<file path="config.mk">
export PLATFORM = sky130hd
export DESIGN_NAME = divider_nrs
export DESIGN_NICKNAME = d
export VERILOG_FILES = /design/src/rtl/divider_nrs.sv
export SDC_FILE = /design/constraint.sdc
export NUM_CORES = 1
export LEC_CHECK = 0
export ABC_CLOCK_PERIOD_IN_PS = 4820
export CAP_MARGIN = 10
export CORE_AREA = 2 2 188 144
export DETAILED_ROUTE_END_ITERATION = 8
export DIE_AREA = 0 0 190 146
export PLACE_DENSITY = 0.49
export SLEW_MARGIN = 25
export SYNTH_ARGS = -nofsm -noshare
export SYNTH_HDL_FRONTEND = slang
export SYNTH_SLANG_ARGS = --single-unit
</file>
<file path="constraint.sdc">
create_clock -name clk -period 4.82 [get_ports clk]
set_clock_uncertainty 0.1 [all_clocks]
set_input_delay 0.964 -clock clk [delete_from_list [all_inputs] [get_ports clk]]
set_output_delay 0.964 -clock clk [all_outputs]
set_load 0.05 [all_outputs]
</file>
<file path="src/rtl/divider_nrs.sv">
// Iterative non-restoring divider, signed or unsigned, fixed BITS+3 cycle latency.
// One quotient bit per cycle; signs are stripped before iterating and reapplied in FIX.
module divider_nrs #(
    parameter int BITS = 16
) (
    input  logic            clk,
    input  logic            reset,
    input  logic            start,
    input  logic            is_signed,
    input  logic [BITS-1:0] dividend,
    input  logic [BITS-1:0] divisor,
    output logic            busy,
    output logic            done,
    output logic [BITS-1:0] quotient,
    output logic [BITS-1:0] remainder,
    output logic            div_by_zero,
    output logic            overflow
);

    localparam int CW = $clog2(BITS);
    localparam logic [BITS-1:0] MIN_NEG = {1'b1, {(BITS-1){1'b0}}};
    localparam logic [CW-1:0] LAST = CW'(BITS - 1);

    typedef enum logic [2:0] {
        IDLE,
        PREP,
        ITER,
        FIX,
        DONE
    } state_t;

    state_t state, state_nx;

    logic [BITS-1:0] q_r;
    logic [BITS-1:0] d_r;
    logic [BITS:0]   p_r;
    logic [BITS-1:0] r_r;
    logic [CW-1:0]   cnt_r;
    logic            sgn_r;
    logic            qneg_r;
    logic            rneg_r;
    logic            dz_r;
    logic            ov_r;

    logic [BITS:0] d_ext;
    logic [BITS:0] p_sh;
    logic [BITS:0] p_nx;
    logic [BITS:0] p_fix;

    assign busy  = (state != IDLE);
    assign d_ext = {1'b0, d_r};
    assign p_sh  = {p_r[BITS-1:0], q_r[BITS-1]};
    assign p_nx  = p_r[BITS] ? p_sh + d_ext : p_sh - d_ext;
    assign p_fix = p_r[BITS] ? p_r + d_ext : p_r;

    always_ff @(posedge clk or negedge reset) begin
        if (!reset) begin
            state <= IDLE;
        end else begin
            state <= state_nx;
        end
    end

    always_comb begin
        state_nx = state;
        unique case (state)
            IDLE: if (start) state_nx = PREP;
            PREP: state_nx = ITER;
            ITER: if (cnt_r == LAST) state_nx = FIX;
            FIX:  state_nx = DONE;
            DONE: state_nx = IDLE;
            default: state_nx = IDLE;
        endcase
    end

    always_ff @(posedge clk or negedge reset) begin
        if (!reset) begin
            q_r         <= '0;
            d_r         <= '0;
            p_r         <= '0;
            r_r         <= '0;
            cnt_r       <= '0;
            sgn_r       <= 1'b0;
            qneg_r      <= 1'b0;
            rneg_r      <= 1'b0;
            dz_r        <= 1'b0;
            ov_r        <= 1'b0;
            done        <= 1'b0;
            quotient    <= '0;
            remainder   <= '0;
            div_by_zero <= 1'b0;
            overflow    <= 1'b0;
        end else begin
            done <= (state == DONE);
            unique case (state)
                IDLE: begin
                    if (start) begin
                        q_r   <= dividend;
                        d_r   <= divisor;
                        sgn_r <= is_signed;
                    end
                end
                PREP: begin
                    q_r    <= (sgn_r && q_r[BITS-1]) ? -q_r : q_r;
                    d_r    <= (sgn_r && d_r[BITS-1]) ? -d_r : d_r;
                    p_r    <= '0;
                    cnt_r  <= '0;
                    rneg_r <= sgn_r && q_r[BITS-1];
                    qneg_r <= sgn_r && (q_r[BITS-1] ^ d_r[BITS-1]);
                    dz_r   <= (d_r == '0);
                    ov_r   <= sgn_r && (q_r == MIN_NEG) && (d_r == '1);
                end
                ITER: begin
                    p_r   <= p_nx;
                    q_r   <= {q_r[BITS-2:0], ~p_nx[BITS]};
                    cnt_r <= cnt_r + CW'(1);
                end
                FIX: begin
                    // A zero divisor leaves |dividend| as remainder; force the quotient.
                    q_r <= dz_r ? '1 : (qneg_r ? -q_r : q_r);
                    r_r <= rneg_r ? -p_fix[BITS-1:0] : p_fix[BITS-1:0];
                end
                DONE: begin
                    quotient    <= q_r;
                    remainder   <= r_r;
                    div_by_zero <= dz_r;
                    overflow    <= ov_r;
                end
                default: ;
            endcase
        end
    end

endmodule
</file>
* Word level (Yosys, flattened, before mapping)
Cells that the tools add are included.
** Word-level totals
- Flip-flop bits (word level) :: 112
- Input bits :: 36
- Output and inout bits :: 36
- Word-level logic and storage cells :: 68
** Cells by class
- $add $sub $neg :: 7
- Eq/ne operators :: 12
- Multiplexer cells :: 16
- Bitwise gates (word level) :: 2
- Reduce and logical (&&, ||, !) cells :: 15
** Operators with widths (count)
- 16-bit two-way mux :: 8
- 16-bit one-hot mux with 4 select lines :: 1
- 16-bit negator :: 3
- 17-bit one-hot mux with 2 select lines :: 1
- 16-bit == test, second input constant :: 2
- 16-bit one-hot mux with 2 select lines :: 1
- 17-bit by 16-bit adder with 17-bit output :: 1
- 17-bit two-way mux :: 1
- 17-bit by 16-bit subtractor with 17-bit output :: 1
- 16-bit adder :: 1
- 16-bit logical NOT :: 1
- 3-bit one-hot mux with 4 select lines :: 1
- 2-bit inequality test, second input constant :: 4
- 4-bit one-hot mux with 2 select lines :: 1
- 3-bit by 2-bit == test with 1-bit output, second input constant :: 2
- 3-bit two-way mux :: 2
- 1-bit logical AND :: 5
- 4-bit by 1-bit adder with 4-bit output, second input constant :: 1
- 4-bit == test, second input constant :: 1
- 2-bit AND reduction :: 2
- 4-bit AND reduction :: 1
- 2-bit nonzero test :: 2
- 4-bit nonzero test :: 1
- 3-bit by 1-bit == test with 1-bit output, second input constant :: 1
- other kinds (7) :: 7

* Longest topological paths before layout
- Depth in word-level cells :: 4
- Gate-level depth with buffers :: 17
- Depth with buffers taken out :: 16

* Worst setup path after synthesis
Ideal clock, no wire load.
- Path kind :: register to register
- From :: register p_r[16]
- To :: register q_r[0]
- Setup time :: 124 ps
- Arrival :: 3782 ps
- Data required time :: 4596 ps
- Path slack :: 814 ps
- Cell stages (with the launch flop) :: 17
- Buffers on the path :: 4
- Clock period less this slack :: 4006 ps
- Cells stage by stage :: dfrtp_1 > buf_2 > buf_1 > clkbuf_1 > buf_1 > nor2_1 > xnor2_1 > ha_1 > a21o_1 > a21oi_1 > o21ai_0 > a31oi_1 > o21ai_1 > a221o_1 > a21oi_1 > nor3_1 > a211o_1
** On the way
- Longest elaborated chain between the ends :: 3
** Ends and longest elaborated chain
- from (decl) :: RTL line 36 : logic [BITS:0] p_r;
- from (signal assigned) :: RTL line 114 : p_r <= p_nx;
- 17-bit two-way mux :: RTL line 53 : assign p_nx = p_r[BITS] ? p_sh + d_ext : p_sh - d_ext;
- 1-bit NOT :: RTL line 115 : q_r <= {q_r[BITS-2:0], ~p_nx[BITS]};
- 16-bit one-hot mux with 4 select lines :: RTL line 95 : unique case (state)
- to (signal assigned) :: RTL line 98 : q_r <= dividend;
- to (signal assigned) :: RTL line 115
- to (signal assigned) :: RTL line 120 : q_r <= dz_r ? '1 : (qneg_r ? -q_r : q_r);
- to (decl) :: RTL line 34 : logic [BITS-1:0] q_r;
No other way between the ends.
A chain may end at the register's enable or synchronous reset.

* Worst setup path after layout
- From :: register d_r[2]
- To :: register q_r[0]
** On the way
- Longest elaborated chain between the ends :: 4
- Elaborated cells on any way between the ends :: 5
- Classes of those cells :: 2 x add/sub; 2 x mux; 1 x bitwise
** Ends and longest elaborated chain
- from (decl) :: RTL line 35 : logic [BITS-1:0] d_r;
- from (signal assigned) :: RTL line 99 : d_r <= divisor;
- from (signal assigned) :: RTL line 105 : d_r <= (sgn_r && d_r[BITS-1]) ? -d_r : d_r;
- 17-bit by 16-bit subtractor with 17-bit output or 17-bit by 16-bit adder with 17-bit output (tied branches) :: RTL line 53
- 17-bit two-way mux (*) :: RTL line 53
- 1-bit NOT (*) :: RTL line 115
- 16-bit one-hot mux with 4 select lines (*) :: RTL line 95
Mark *: on every way between the ends. The rest lies on a longest branch, timed or not.

==> results by group <==
GRT
  • Antenna violations before repair: 0
  • Gr usage total: between 10% and 20%
  • Vias in the first global route: between 6000 and 7000
  • Grt total ovfl: 0
  • Largest net degree at the start of global routing: 69
  • Global-route wire length before repair: 35530 um

Worst setup path
  • CP max FO: 7
  • Crit path kind: reg2reg
  • Reg2Reg Setup Slack: 0.75 ns
  • Reg2Reg Launch Point: d_r[2]
  • Setup crit start kind: flop
  • Worst setup EP type: flop
  • R2r worst-path depth: 14
  • FF-to-FF End: q_r[0]
  • Worst Path Required: roughly 5.0 ns
  • CP Data Arrival Time: 4.23 ns

Min path
  • Hold path cells: 2
  • Worst Min Path Start: r_r[7]
  • Worst Hold Class: reg2reg
  • Hold path endpoint: r_r[7]

Clock tree
  • CTS Buf Count: 9
  • Worst-path clk slew: roughly 0.08 ns
  • Post-CTS Setup Inserts: 0
  • Worst skew pair latency: 0.37 ns
  • Clock sinks: between 100 and 150
  • H-tree levels: 3
  • Hold buffer count at cts: 0
  • CTS tree: done
  • Max Buffers Root-to-Sink: 2
  • Post-CTS resize count: 0
  • Root Buffer: clkbuf_16

Synthesis
  • Seq cells post-synth: ~110
  • Post-synth ARST share: between 90% and 100%
  • Syn nets: 951
  • Synth Warn #: 0
  • EDFF count, synth: 0
  • Synth Cell Area: roughly 7700 um^2
  • Netlist cell types: between 70 and 80
  • Cell with the most instances after synthesis: dfrtp_1
  • Synth top area cells: dfrtp_1 (37%), ha_1 (5.9%), o21ai_0 (5.5%), mux2_2 (5.3%), nand2_1 (5.0%)
  • Synthesized area per cell: 8.747 um^2
  • Ys flop type: dfrtp_1
  • Post-Syn Instances: between 800 and 900
  • Post-synth top cells: dfrtp_1 (112), nand2_1 (103), o21ai_0 (84)
  • Synth top area share: between 30% and 40%
  • Synth area leader: dfrtp_1
  • Register area share after synthesis: 36.54%

STA
  • Slew margin rel.: a little under two fifths
  • Sum Neg Setup Slack: 0 ns
  • Final Hold Viols: 0
  • RSZ-0062 raised after global routing: false
  • Slew Limit Fails: 0
  • Min Tclk post-route: roughly 4 ns
  • Period utilisation layout: a little over four fifths
  • Setup-failing EPs final: 0
  • Worst-margin pin slew: 0.9242 ns
  • Max Clk Rate: 245.9 MHz

Detailed routing
  • Vias per cell: between 5 and 6
  • Drt first pass iters: 5
  • Via Count: ~6500
  • Antenna-violating nets left: 0
  • Drt wl/cell: 17.28 um
  • Drc violations: 0
  • Drt total wl: approximately 22000 um
  • Starting DRT DRC Count: between 300 and 400

Placement
  • Routability congestion estimate: around 0.83
  • DP Wirelength: roughly 16000 um
  • Port buffer count: 71
  • Placed insts: approximately 1200

Floorplan
  • Die Area: 27740 um^2
  • Core area: ~26000 um^2
  • Die W: 190 um
  • Die Height: roughly 150 um
  • Number of top-level pins: between 70 and 80
  • Core Rows: just over 50
  • Initial core utilization: slightly below 30%

Cells and area
  • Nets: just under 1000
  • Antenna diodes: 0
  • Non-Filler Instances: between 1000 and 1500
  • Syn-to-layout area delta: 17.14%
  • Fraction of layout cells with a size suffix above 1: between 10% and 20%

Run
  • Max Cap Viol: 0

Status
  • Status: finished, final reports clean
==> layout make-up <==
cell class / count / area [um^2]
clock inverter: 5 / 32.53
fill: 2638 / 16730
clock buffer: 10 / 229.0
multi-input combinational: 694 / 4604
tap: 344 / 430.4
timing repair buffer: 81 / 815.8
sequential: 112 / 2803
inverter: 19 / 71.32
==> worst max path at each step <==
stage	startpoint	endpoint	slack, ns	cells past startpoint
2_1_floorplan	p_r[16]	q_r[0]	0.81	16
3_3_place_gp	d_r[2]	q_r[0]	0.85	14
3_5_place_dp	d_r[2]	q_r[0]	0.76	14
4_1_cts	d_r[2]	q_r[0]	0.74	14
5_1_grt	d_r[2]	q_r[0]	0.38	14
6_report	d_r[2]	q_r[0]	0.75	14
==> registers in the layout, summed over array words and instances (netlist names) <==
register / flops
cnt_r: 4
d_r: 16
div_by_zero: 1
done: 1
dz_r: 1
ov_r: 1
overflow: 1
p_r: 17
q_r: 16
qneg_r: 1
quotient: 16
r_r: 16
remainder: 16
rneg_r: 1
sgn_r: 1
state: 3
==> routing by layer <==
layer / routed length, um / part of all wire, % / vias to the layer above / GRT usage, %
met3: 872 / 4.0 / 14 / 3.038
met2: 8788 / 40 / 127 / 22.65
met1: 12010 / 55 / 3100 / 25.84
li1: - / - / 3243 / -
met5: 0 / 0 / - / 0
met4: 189 / 0.86 / 0 / 3.023
==> worst max-delay path: stages (launching register included) <==
cell     delay (ns)
dfrtp_1        0.47
nor3_2         0.33
nand2_1        0.13
or3_1          0.37
nor3_2         0.24
nor3b_2        0.34
nor3b_2        0.27
nor2_1         0.07
xor2_1         0.15
ha_1           0.33
and2_1         0.18
a221o_1        0.35
a21oi_1        0.29
nor3_1         0.09
a211o_1        0.24
==> layout by cell type (no fill, tap or decap), types with 8 or more instances in the layout <==
cell type        instances
a21o_1                  10
a21oi_1                 63
a31oi_1                  9
buf_4                    9
clkbuf_16                9
clkdlybuf4s50_1         70
dfrtp_1                112
ha_1                    36
inv_1                   19
mux2_2                  36
mux2i_1                  9
nand2_1                102
nand2b_1                 9
nand3_1                 24
nand4_1                  8
nor2_1                  72
nor3_1                  29
o21ai_0                 84
o22ai_1                 11
xnor2_1                 24
xor2_1                  37
==> stage by stage <==
stage          utilization (%)  setup slack, ns  hold slack [ns]  instance area [um^2]
3_5_place_dp             33.81           0.7571           0.3540                  8695
6_report                 34.94           0.7540           0.3644                  8986
5_1_grt                  34.94           0.3804           0.3847                  8986
3_3_place_gp             33.79           0.8508           0.3528                  8688
4_1_cts                  34.83           0.7441           0.3713                  8956
2_1_floorplan                -           0.8142           0.3331                  7671
==> cell families (layout without fill, tap and decap cells) <==
kind of cell    count (synthesis)  count (layout)  synth area share [%]
simple gates                  301             301                 19.36
fa+ha+maj                      38              38                 6.394
flops                         112             112                 36.54
compound gates                248             248                 20.49
buf+inv                        71             115                 3.605
xor+xnor                       61              61                 6.965
mux                            46              46                 6.655
Power is left out: the tool's default activity adds up to more than one toggle a clock period on the data nets, which glitch-free logic cannot reach.
==> patch, RTL diff (same settings) <==
Encoding of `state_t`: now Gray code (3 bits for 5 states).
--- a/src/rtl/divider_nrs.sv
+++ b/src/rtl/divider_nrs.sv
@@ -22,11 +22,11 @@
     localparam logic [CW-1:0] LAST = CW'(BITS - 1);
 
     typedef enum logic [2:0] {
-        IDLE,
-        PREP,
-        ITER,
-        FIX,
-        DONE
+        IDLE = 3'b000,
+        PREP = 3'b001,
+        ITER = 3'b011,
+        FIX  = 3'b010,
+        DONE = 3'b110
     } state_t;
 
     state_t state, state_nx;
Formal check against the unedited RTL: same outputs for any inputs over 10 cycles, from zero or initial values and one cycle with reset low; not proved beyond that.
==> patch against the unedited design <==
  * Cell area down 2.7%
  * Global-route usage down 0.27 points
  * Sequential cell count unchanged
  * Worst setup slack worse by 0.028 ns
  * Sequential share of layout area up 0.88 points
  * Count of clock-buffer cells in the layout unchanged
  * Routed wire length down 0.90%
  * Area after synthesis down 4.1%
  * Largest cell class unchanged
  * Critical path type unchanged
==> patch: results (changes against the unedited design) <==
* PortBufs at 71 (unchanged)
* Multiplexer area fraction after synthesis at 0.01292 (-0.05363)
* Crit-path max cell delay at 0.54 ns (+0.07 ns)
* Post-Place Worst Slack at 0.7167 ns (-0.04042 ns)
* Vias in the first global route at 6108 (-1.3%)
* Max transition margin at 0.4964 (+0.1140)
* Share of cells above drive strength 1 at 0.05198 (-0.05335)
* P_comb at 4480 µW
* Status: completed
* Post-synthesis sequential area ratio at 0.3808 (+0.01547)
* Part of the power in registers at 0.265
* Syn avg cell area at 8.070 µm² (-7.7%)
* Largest net degree at the start of global routing at 73 (+5.8%)
* Final #Nets at 1031 (+4.0%)
* Non-clk bufs at 85 (+4.9%)
* Crit-path max FO at 6 (-1)
* Fill cells at 2768 (+4.9%)
* Adder-cell share of the synthesized area at 0.06664 (+0.002707)
* Total global-route track usage at 0.1603 (-0.002731)
* Vias at 6560 (+1.2%)
* Clock buf count at 10 (unchanged)
* Clock buf/inv share at 0.03522 (+0.006118)
* Most frequent cells after synthesis: 188 x nand2_1, 112 x dfrtp_1, 88 x o21ai_0
* Placed Cells at 1290 (+3.3%)
* Clk buf depth at 2 (unchanged)
* DP HPWL at 16240 µm (-1.6%)
* Post-Route WL at 21660 µm (-0.90%)
* Crit path max-delay cell type: nor3_1
* Non-clk invs at 25 (+6)
* Design area at 8740 µm² (-2.7%)
* CP delay by family, top: simple AND/OR/NAND/NOR gates
* Worst Path Arrival at 4.22 ns (about the same)
* Routed len/inst at 16.59 µm (-4.0%)
* NonClk Buf Share at 0.09349 (+0.002704)
* Multi-input logic area at 4288 µm² (-6.9%)
* Multi-In Gates at 724 (+4.3%)
* Initial DRC Count at 429 (+9.2%)
* Leading post-synthesis cells by cell area: dfrtp_1 38%, nand2_1 9.6%, ha_1 6.1%, o21ai_0 6.0%, a21oi_1 4.7%
* Synth unique cells at 65 (-11%)
* XOR/XNOR Fraction of Synth Area at 0.06307 (-0.006572)
* GPL Wtd Cong at 0.8588 (+3.9%)
* Global-route wire length before repair at 34960 µm (-1.6%)
* Post-DP Area at 8428 µm² (-3.1%)
* Synth Net Count at 986 (+3.7%)
* Sequential share of cell area at 0.3207 (+0.008796)
* Post-synthesis compound-gate area fraction at 0.2205 (+0.01564)
==> patch: final timing paths <==
path,cells past startpoint,slack (ns),from,end
setup / recovery,14,0.73,d_r[0]$_DFFE_PN0P_,q_r[0]$_DFFE_PN0P_
hold / removal,2,0.37,r_r[2]$_DFFE_PN0P_,remainder[2]$_DFFE_PN0P_
setup reg to reg,14,0.73,d_r[0]$_DFFE_PN0P_,q_r[0]$_DFFE_PN0P_
hold reg to reg,2,0.37,r_r[2]$_DFFE_PN0P_,remainder[2]$_DFFE_PN0P_
max in group asynchronous,2,3.31,reset,div_by_zero$_DFFE_PN0P_
min in group asynchronous,1,0.52,reset,remainder[11]$_DFFE_PN0P_
==> patch: layer usage <==
layer | wire [µm] | up-vias | part of all wire | track usage
met5 | 0 | - | 0 | 0
met4 | 218 | 0 | 0.010 | 0.03372
met1 | 12010 | 3050 | 0.55 | 0.2669
li1 | - | 3302 | - | -
met3 | 1262 | 17 | 0.058 | 0.02773
met2 | 8177 | 191 | 0.38 | 0.2068
